`src/rtl/entrada_botoes_pkg.sv`:
```
// entrada_botoes_pkg: shared cell/position widths, FSM state codes and press encoders.
package entrada_botoes_pkg;
    localparam int NUM_CELULAS = 9;
    localparam int POS_W = 4;
    localparam logic [1:0] SOLTAR = 2'd0;
    localparam logic [1:0] ESPERA = 2'd1;
    localparam logic [1:0] CAPTURA = 2'd2;
    typedef logic [NUM_CELULAS-1:0] botoes_t;
    typedef logic [POS_W-1:0] posicao_t;

    function automatic logic [3:0] popcount(input botoes_t v);
        logic [3:0] c;
        c = '0;
        for (int i = 0; i < NUM_CELULAS; i++) c = c + {3'b0, v[i]};
        return c;
    endfunction

    function automatic posicao_t encode(input botoes_t v);
        posicao_t p;
        p = '0;
        for (int i = 0; i < NUM_CELULAS; i++) if (v[i]) p = POS_W'(i);
        return p;
    endfunction
endpackage

```
`src/rtl/entrada_botoes_if.sv`:
```
// entrada_botoes_if: button inputs and registered-press outputs between board, conditioner and control unit.
interface entrada_botoes_if;
    import entrada_botoes_pkg::*;
    botoes_t botoes;
    logic zeraEdge;
    logic tem_jogada;
    posicao_t posicao;
    botoes_t jogada_onehot;
    logic erro_multi;
    logic [1:0] db_estado;
    modport master (
        output botoes, zeraEdge,
        input tem_jogada, posicao, jogada_onehot, erro_multi, db_estado
    );
    modport slave (
        input botoes, zeraEdge,
        output tem_jogada, posicao, jogada_onehot, erro_multi, db_estado
    );
endinterface

```
`src/rtl/entrada_botoes_filtro_botoes.sv`:
```
// entrada_botoes_filtro_botoes: debounce filter; ENTRADA_SYNC_EN adds a 2-flop synchronizer ahead of raw_q.
module entrada_botoes_filtro_botoes
    import entrada_botoes_pkg::*;
#(
    parameter int DEBOUNCE_CICLOS = 50000
) (
    input  logic    clock,
    input  logic    reset,
    input  botoes_t botoes,
    output botoes_t estavel,
    output logic    stb
);
    localparam int CW = $clog2(DEBOUNCE_CICLOS);
    localparam logic [CW-1:0] PRE = CW'(DEBOUNCE_CICLOS - 2);
    localparam logic [CW-1:0] LAST = CW'(DEBOUNCE_CICLOS - 1);
    botoes_t src, raw_q;
    logic [CW-1:0] cnt;
`ifdef ENTRADA_SYNC_EN
    botoes_t s1, s2;
    always_ff @(posedge clock) begin
        s1 <= reset ? '0 : botoes;
        s2 <= reset ? '0 : s1;
    end
    assign src = s2;
`else
    assign src = botoes;
`endif
    // stb fires only on the PRE->LAST step, so once per plateau
    always_ff @(posedge clock) begin
        if (reset) begin
            raw_q <= '0;
            cnt <= '0;
            estavel <= '1;
            stb <= 1'b0;
        end else begin
            raw_q <= src;
            stb <= 1'b0;
            if (src != raw_q) cnt <= '0;
            else if (cnt == PRE) begin
                cnt <= LAST;
                estavel <= raw_q;
                stb <= 1'b1;
            end else cnt <= (cnt == LAST) ? cnt : cnt + 1'b1;
        end
    end
endmodule

```
`src/rtl/entrada_botoes.sv`:
```
// entrada_botoes: debounces the 9 buttons and registers one encoded press per push-release cycle.
module entrada_botoes
    import entrada_botoes_pkg::*;
#(
    parameter int DEBOUNCE_CICLOS = 50000
) (
    input logic clock,
    input logic reset,
    entrada_botoes_if.slave bus
);
    botoes_t estavel, onehot;
    logic stb, multi, tem_jogada, erro_multi;
    logic [1:0] estado, prox;
    posicao_t posicao;
    logic [3:0] pc;

    entrada_botoes_filtro_botoes #(.DEBOUNCE_CICLOS(DEBOUNCE_CICLOS)) u_filtro (
        .clock(clock),
        .reset(reset),
        .botoes(bus.botoes),
        .estavel(estavel),
        .stb(stb)
    );

    always_comb begin
        pc = popcount(estavel);
        multi = stb && estado == ESPERA && pc > 4'd1;
        prox = estado == SOLTAR ? ((stb && estavel == '0) ? ESPERA : SOLTAR)
             : estado == ESPERA ? ((stb && pc == 4'd1) ? CAPTURA : multi ? SOLTAR : ESPERA)
             : SOLTAR;
    end

    // a capture in the same cycle as zeraEdge takes priority over the clear
    always_ff @(posedge clock) begin
        if (reset) begin
            estado <= SOLTAR;
            tem_jogada <= 1'b0;
            posicao <= '0;
            onehot <= '0;
            erro_multi <= 1'b0;
        end else begin
            estado <= prox;
            erro_multi <= multi;
            if (estado == CAPTURA && !tem_jogada) begin
                tem_jogada <= 1'b1;
                posicao <= encode(estavel);
                onehot <= estavel;
            end else if (bus.zeraEdge) begin
                tem_jogada <= 1'b0;
                posicao <= '0;
                onehot <= '0;
            end
        end
    end

    assign bus.tem_jogada = tem_jogada;
    assign bus.posicao = posicao;
    assign bus.jogada_onehot = onehot;
    assign bus.erro_multi = erro_multi;
    assign bus.db_estado = estado;
endmodule

```
`src/flat_wrapper.sv`:
```
// flat-port wrapper written by rule: the top's interface ports become plain ports
module entrada_botoes_flat import entrada_botoes_pkg::*;
#(
    parameter int DEBOUNCE_CICLOS = 50000
)
  (clock, reset, bus_botoes, bus_zeraEdge, bus_tem_jogada, bus_posicao, bus_jogada_onehot, bus_erro_multi, bus_db_estado);
  entrada_botoes_if bus_i ();
  input logic clock;
  input logic reset;
  input wire logic [$bits(bus_i.botoes)-1:0] bus_botoes;
  input wire logic [$bits(bus_i.zeraEdge)-1:0] bus_zeraEdge;
  output wire logic [$bits(bus_i.tem_jogada)-1:0] bus_tem_jogada;
  output wire logic [$bits(bus_i.posicao)-1:0] bus_posicao;
  output wire logic [$bits(bus_i.jogada_onehot)-1:0] bus_jogada_onehot;
  output wire logic [$bits(bus_i.erro_multi)-1:0] bus_erro_multi;
  output wire logic [$bits(bus_i.db_estado)-1:0] bus_db_estado;
  assign bus_i.botoes = bus_botoes;
  assign bus_i.zeraEdge = bus_zeraEdge;
  assign bus_tem_jogada = bus_i.tem_jogada;
  assign bus_posicao = bus_i.posicao;
  assign bus_jogada_onehot = bus_i.jogada_onehot;
  assign bus_erro_multi = bus_i.erro_multi;
  assign bus_db_estado = bus_i.db_estado;
  entrada_botoes #(.DEBOUNCE_CICLOS(DEBOUNCE_CICLOS)) u_core (.clock(clock), .reset(reset), .bus(bus_i));
endmodule
```
`config.mk`:
```
export PLATFORM = sky130hd
export DESIGN_NAME = entrada_botoes_flat
export DESIGN_NICKNAME = d
export VERILOG_FILES = /design/src/rtl/entrada_botoes_pkg.sv /design/src/rtl/entrada_botoes_if.sv /design/src/rtl/entrada_botoes_filtro_botoes.sv /design/src/rtl/entrada_botoes.sv /design/src/flat_wrapper.sv
export SDC_FILE = /design/constraint.sdc
export NUM_CORES = 1
export LEC_CHECK = 0
export CAP_MARGIN = 5
export CORE_ASPECT_RATIO = 1.5
export CORE_MARGIN = 5
export CORE_UTILIZATION = 30
export DETAILED_ROUTE_END_ITERATION = 8
export PLACE_DENSITY_LB_ADDON = 0.15
export SLEW_MARGIN = 30
export SYNTH_ARGS = -nofsm -noshare
export SYNTH_HDL_FRONTEND = slang
export SYNTH_SLANG_ARGS = --single-unit
```
`constraint.sdc`:
```
create_clock -name clock -period 3.1 [get_ports clock]
set_input_delay 0.465 -clock clock [delete_from_list [all_inputs] [get_ports clock]]
set_output_delay 0.465 -clock clock [all_outputs]
set_load 0.005 [all_outputs]
```
* After elaboration in Yosys (flattened, before gate mapping)
Cells that the tools add are included.
Storage, ports and cells: output and inout port bits 17, register bits 52, input bits 12, word-level logic and storage cells 62
Operators by class: add/subtract/negate cells 9, bitwise logic cells 1, reduce and logical (&&, ||, !) cells 12, $lt $le $gt $ge 1, muxes and demuxes 22, equality and inequality tests 7
Operators by type and width (count):
- 16-bit == test (second input constant) | 2
- 16-bit 2-to-1 mux | 2
- 4-bit by 1-bit adder with 4-bit output | 7
- 9-bit 2-to-1 mux | 2
- 16-bit by 1-bit adder with 16-bit output (second input constant) | 1
- 3-bit 2-to-1 mux | 4
- 4-bit 2-to-1 mux | 3
- 2-bit 2-to-1 mux | 5
- 9-bit logical NOT | 1
- 9-bit inequality test | 1
- 1-bit 2-to-1 mux | 6
- 1-bit logical AND | 5
- 4-bit by 1-bit == test with 1-bit output (second input constant) | 1
- 4-bit by 1-bit > comparator with 1-bit output (second input constant) | 1
- 3-bit OR reduction | 1
- 1-bit by 1-bit adder with 2-bit output | 1
- 2-bit by 1-bit == test with 1-bit output (second input constant) | 1
- 2-bit == test (second input constant) | 1
- 2-bit logical NOT | 1
- 2-bit inequality test (second input constant) | 1
- 2-bit AND reduction | 1
- 2-bit nonzero test | 1
- 2-bit OR reduction | 1
- 1-bit logical NOT | 1
- 1-bit NOT | 1

* Depth between registers and ports, before layout
depth in word-level cells 14, gate-level depth with buffers 13, mapped depth without buffers 13

* Cells and area by module
A second synthesis with hierarchy kept.
Unflattened totals: cell total of the unflattened synthesis 274, area, all modules 2487.4 um^2
Modules (own cells, without submodules):
- entrada_botoes_filtro_botoes | area each 1619.1 um^2, cells each 171, instances 1, seq. area each 700.7 um^2
- entrada_botoes | area each 868.3 um^2, cells each 103, instances 1, seq. area each 320.3 um^2

* Least setup slack after synthesis
OpenSTA, ideal clock, no wires.
kind register to register, from reg u_core.u_filtro.estavel[1], to reg u_core.estado[0] (netlist: u_core.bus.db_estado[0]), stages on the path, launching flop included 13, arrival 3.288 ns, clock period less this slack 3.362 ns, slack -0.262 ns, library setup time 0.074 ns, required time 3.026 ns, buffers on the path 0, cell sequence dfxtp_1 > inv_1 > ha_1 > inv_1 > fa_1 > fa_1 > fa_1 > inv_1 > ha_1 > fa_1 > o21a_1 > o41a_1 > o21ai_0
Between the ends: word-level cells in the longest chain between the ends 14, elaborated cells between the ends (all ways) 19, those cells by class 8 x add/sub; 1 x order compare; 1 x eq/ne; 5 x mux; 4 x reduce/logical
Ends and longest elaborated chain:
- from (decl) | line entrada_botoes_filtro_botoes.sv:10 | output botoes_t estavel,
- from (signal assigned) | line entrada_botoes_filtro_botoes.sv:41 | estavel <= raw_q;
- 1-bit by 1-bit adder with 2-bit output | line entrada_botoes_pkg.sv:14 | for (int i = 0; i < NUM_CELULAS; i++) c = c + {3'b0, v[i]};
- 4-bit by 1-bit adder with 4-bit output (7 in a row) | line entrada_botoes_pkg.sv:14
- 4-bit by 1-bit > comparator with 1-bit output | line entrada_botoes.sv:27 | multi = stb && estado == ESPERA && pc > 4'd1;
- 1-bit logical AND | line entrada_botoes.sv:27
- 1-bit 2-to-1 mux | line entrada_botoes.sv:29 | : estado == ESPERA ? ((stb && pc == 4'd1) ? CAPTURA : multi ? SOLTAR : ESPERA)
- 2-bit 2-to-1 mux (2 in a row) | line entrada_botoes.sv:29
- 2-bit 2-to-1 mux (*) | line entrada_botoes.sv:28 | prox = estado == SOLTAR ? ((stb && estavel == '0) ? ESPERA : SOLTAR)
- to (signal assigned) | line entrada_botoes.sv:42 | estado <= prox;
- to (decl) | line entrada_botoes.sv:13 | logic [1:0] estado, prox;
Mark *: on every way between the ends. The rest lies on a longest branch, timed or not. A chain may end at the register's enable or synchronous reset.

* Final worst setup path
Ends and elaborated chain as after synthesis.

==> reports/results.md <==
• number of global-route vias before repair: 1977
• Post-DP HPWL: 4168 um
• drt wl/cell: 13.19 um
• Clock Latency Late Sink: 0.29 ns
• Post-Syn Area per Cell: 8.804 sq um
• timing-limited maximum frequency: 0.3025 GHz
• pins over their slew limit: 0
• GR met2 Demand/Resource: 0.2149
• leftover overflow at the end of global routing: 0
• Final Skew: 0.007285 ns
• Total Negative Setup Slacks: -0.3946 ns
• largest stage delay on the critical path: 0.50 ns
• Max rail drop VDD: 0.2272 mV
• dominant delay contributor by cell family on the critical path: adder cells
• global placer's final weighted congestion: 0.7242
• slowest cell on the critical path: fa_1
• Syn Nets: 298
• final worst-path setup slack: -0.2054 ns
• worst reg-to-reg path cell count: 11
• Max-cap violations: 0
• total count of hold-check failures in the final report: 0
• number of nets with antenna violations after detailed routing: 0
• type of origin of the critical path: flip-flop
• pre-CTS setup slack: -0.2462 ns
• detailed-route vias per instance: 4.684
• Yosys warning count: 0
• endpoint required time on the critical path: 3.33 ns
• final non-filler cell area: 3058 sq um
• H-tree depth reported by CTS: 2
• Post-Synthesis Cells: 272
• buffer and inverter count on the worst path: 3
• Clk Tree Root Cell: clkbuf_16
• Post-CTS Hold Fix Bufs: 0
• Placement Rows: 40
• number of buffers created by CTS: 5
• cells along the critical path: inv_2 -> ha_4 -> inv_2 -> fa_1 -> fa_1 -> fa_1 -> inv_2 -> ha_4 -> fa_2 -> o41a_1 -> o21ai_1
• Iter 0 DRT Violations: 60
• maximum fanout count along the critical path: 3
• share of layout cells above drive strength 1: 0.1165
• clock tree from TritonCTS: done
• area of the die: 9906 sq um
• Worst Hold Path Cells: 2
• met1 usage: 0.1253
• maximum number of pins on one net before global-route repair: 34
• clock edge transition at the registers on the reported setup and hold paths: 0.07 ns
• summed instance area of the synthesized netlist: 2395 sq um
• Final setup violation count: 3
• Fillers: 860
• share of the clock period used by the worst path: 1.066
• unique cell type count in the Yosys netlist: 36
• power density of the placed cells: 421.7 nW/um^2
• floorplan die width: 82.95 um
• initial core utilization: 0.3028
• post-synthesis sequential element count: 51
• first drt pass iteration count: 4
• final critical delay including setup and external delays: 3.305 ns
• area growth from synthesis to layout: 27.69%
• unrepaired setup endpoints after global routing: yes
• Max Root-Sink Buffers: 2
• first-pass GRT wire length: 9411 um
• busiest grt layer: met2
• DRC violation count after routing: 0
• critical setup path kind: reg -> reg
• CP Data Arrival Time: 3.53 ns
• number of cells in the finished layout apart from fillers: 414
• Core Region: 7908 sq um
• vias after detailed routing: 1939
• number of top-level pins: 29
• Worst Setup End Kind: flip-flop
• Crit. path cell count: 11
• total placed instance area: 2829 sq um
• number of diodes: 0
• count of nets after finishing: 334
• number of I/O port buffers: 28
• register area: 1023 sq um
• GRT Total Usage: 0.1169
• worst hold path class: reg -> reg
• failing checks: negative setup slack
• transition time at the pin with the least slew margin: 0.4912 ns
• area used by multi-input combinational logic: 1284 sq um
• share of synthesized area occupied by flip-flops and latches: 0.4263
• worst slew margin relative to its limit: 0.6679
• PnR Total Power: 1.289 mW
• standby leakage power: 1.145 nW
• run status: complete, but fails checks
• chip height: 119.4 um
• number of placed instances with taps included: 405
• total number of clock tree sinks: 51
• met3 usage in global routing: 0.02284
• Total Routed Length: 5461 um
• number of antenna violations at the first check in global routing: 0
final timing paths:
check | startpoint | end | slack (ns)
worst max-delay path | u_core.u_filtro.estavel[1] | u_core.bus.db_estado[0] | -0.21
worst min-delay path | u_core.bus.posicao[1] | u_core.bus.posicao[1] | 0.47
worst min register to register | u_core.bus.posicao[1] | u_core.bus.posicao[1] | 0.47
worst max register to register | u_core.u_filtro.estavel[1] | u_core.bus.db_estado[0] | -0.21
registers in the layout, indices dropped and copies added, names as in the netlist:
register	count
u_core.bus.db_estado	2
u_core.bus.erro_multi	1
u_core.bus.jogada_onehot	8
u_core.bus.posicao	4
u_core.bus.tem_jogada	1
u_core.u_filtro.cnt	16
u_core.u_filtro.estavel	9
u_core.u_filtro.raw_q	9
u_core.u_filtro.stb	1
logic make-up (layout without fill, tap and decap cells):
group                    count (synthesis)  after routing  share of synthesized area
XOR/XNOR                                19             19                    0.06949
multiplexers                             1              1                   0.004180
AND/OR/NAND/NOR                        113            113                     0.2445
flip-flops                              51             51                     0.4263
adder cells (fa/ha/maj)                 14             14                    0.08882
AO/OA/AOI/OAI                           38             38                     0.1008
buffers and inverters                   36             73                    0.06583
layout by cell type, fill, tap and decap left out, types with 2 or more instances in the layout:
master,count
dfxtp_1,49
nor2_1,39
clkdlybuf4s50_1,28
inv_1,22
a21oi_1,19
xor2_1,16
and3_1,11
nand2_1,10
buf_4,10
nand4_1,9
nand3_1,9
a211o_1,9
nor2b_1,9
ha_1,7
nor3_1,6
clkbuf_16,5
inv_2,4
or3_1,4
fa_1,4
xnor2_1,3
o21ai_0,3
nor4_1,2
or2_2,2
or4_1,2
ha_4,2
dfxtp_2,2
cell type report:
| class | count | area share |
|---|---|---|
| clock buffer | 6 | 0.04542 |
| clock inverter | 2 | 0.005319 |
| sequential | 51 | 0.3347 |
| timing repair buffer | 39 | 0.1199 |
| tap | 105 | 0.04296 |
| inverter | 26 | 0.03191 |
| multi-input combinational | 185 | 0.4198 |
worst register-to-register path: stages (launching register included):
cell and delay, ns:
dfxtp_2 0.33, inv_2 0.04, ha_4 0.25, inv_2 0.03
fa_1 0.49, fa_1 0.42, fa_1 0.50, inv_2 0.05
ha_4 0.15, fa_2 0.47, o41a_1 0.40, o21ai_1 0.11
cells in the mapped netlist:
cell type | number | share of area
dfxtp_1 | 51 | 0.43
buf_4 | 1 | 0.0031
mux2i_1 | 1 | 0.0042
nor4_1 | 3 | 0.0078
fa_1 | 5 | 0.042
or4_1 | 2 | 0.0063
nor2b_1 | 9 | 0.024
nand2_1 | 10 | 0.016
nor3_1 | 7 | 0.015
a31oi_1 | 1 | 0.0026
o41ai_1 | 1 | 0.0037
nor4b_1 | 1 | 0.0037
buf_8 | 1 | 0.0063
nand4b_1 | 1 | 0.0037
o41a_1 | 1 | 0.0047
or2_2 | 2 | 0.0052
a21oi_1 | 20 | 0.042
and2_1 | 1 | 0.0026
a211o_1 | 9 | 0.033
clkbuf_1 | 7 | 0.011
nor4b_2 | 1 | 0.0063
inv_1 | 26 | 0.041
xnor2_1 | 3 | 0.011
buf_6 | 1 | 0.0047
o21ai_0 | 4 | 0.0084
nor3b_1 | 2 | 0.0063
and3_1 | 11 | 0.029
and4b_1 | 1 | 0.0042
or3_1 | 4 | 0.010
o21a_1 | 1 | 0.0031
nand3_1 | 10 | 0.021
o311ai_0 | 1 | 0.0037
ha_1 | 9 | 0.047
nand4_1 | 9 | 0.024
xor2_1 | 16 | 0.059
nor2_1 | 39 | 0.061
metal layers:
layer / vias up / wire length, um
met1: 908 / 2219
met2: 31 / 2903
li1: 990 / -
met4: 0 / 157
met5: - / 0
met3: 10 / 181
per-stage QoR:
stage / hold slack, ns / utilization
2_1_floorplan: 0.4570 / -
3_3_place_gp: 0.4647 / 0.3578
3_5_place_dp: 0.4633 / 0.3578
4_1_cts: 0.4737 / 0.3809
5_1_grt: 0.5105 / 0.3867
6_report: 0.4742 / 0.3867
report_power, final:
group          total [mW]  internal, mW  leakage [nW]  switching, mW
Combinational      0.0496        0.0247         0.659         0.0250
Clock               0.574         0.323        0.0731          0.251
Sequential          0.665         0.661         0.412        0.00437
Total                1.29          1.01          1.14          0.281
repair_timing:
| action | 4_1_cts | 5_1_grt |
|---|---|---|
| setup endpoints to repair | 3 | 3 |
| resized for setup | 8 | 7 |
| gates cloned | 0 | 0 |
| setup buffers | 0 | 1 |
| pin swaps | 2 | 3 |
| hold endpoints to repair | 0 | 0 |
Power figures use the tool's default switching activity.
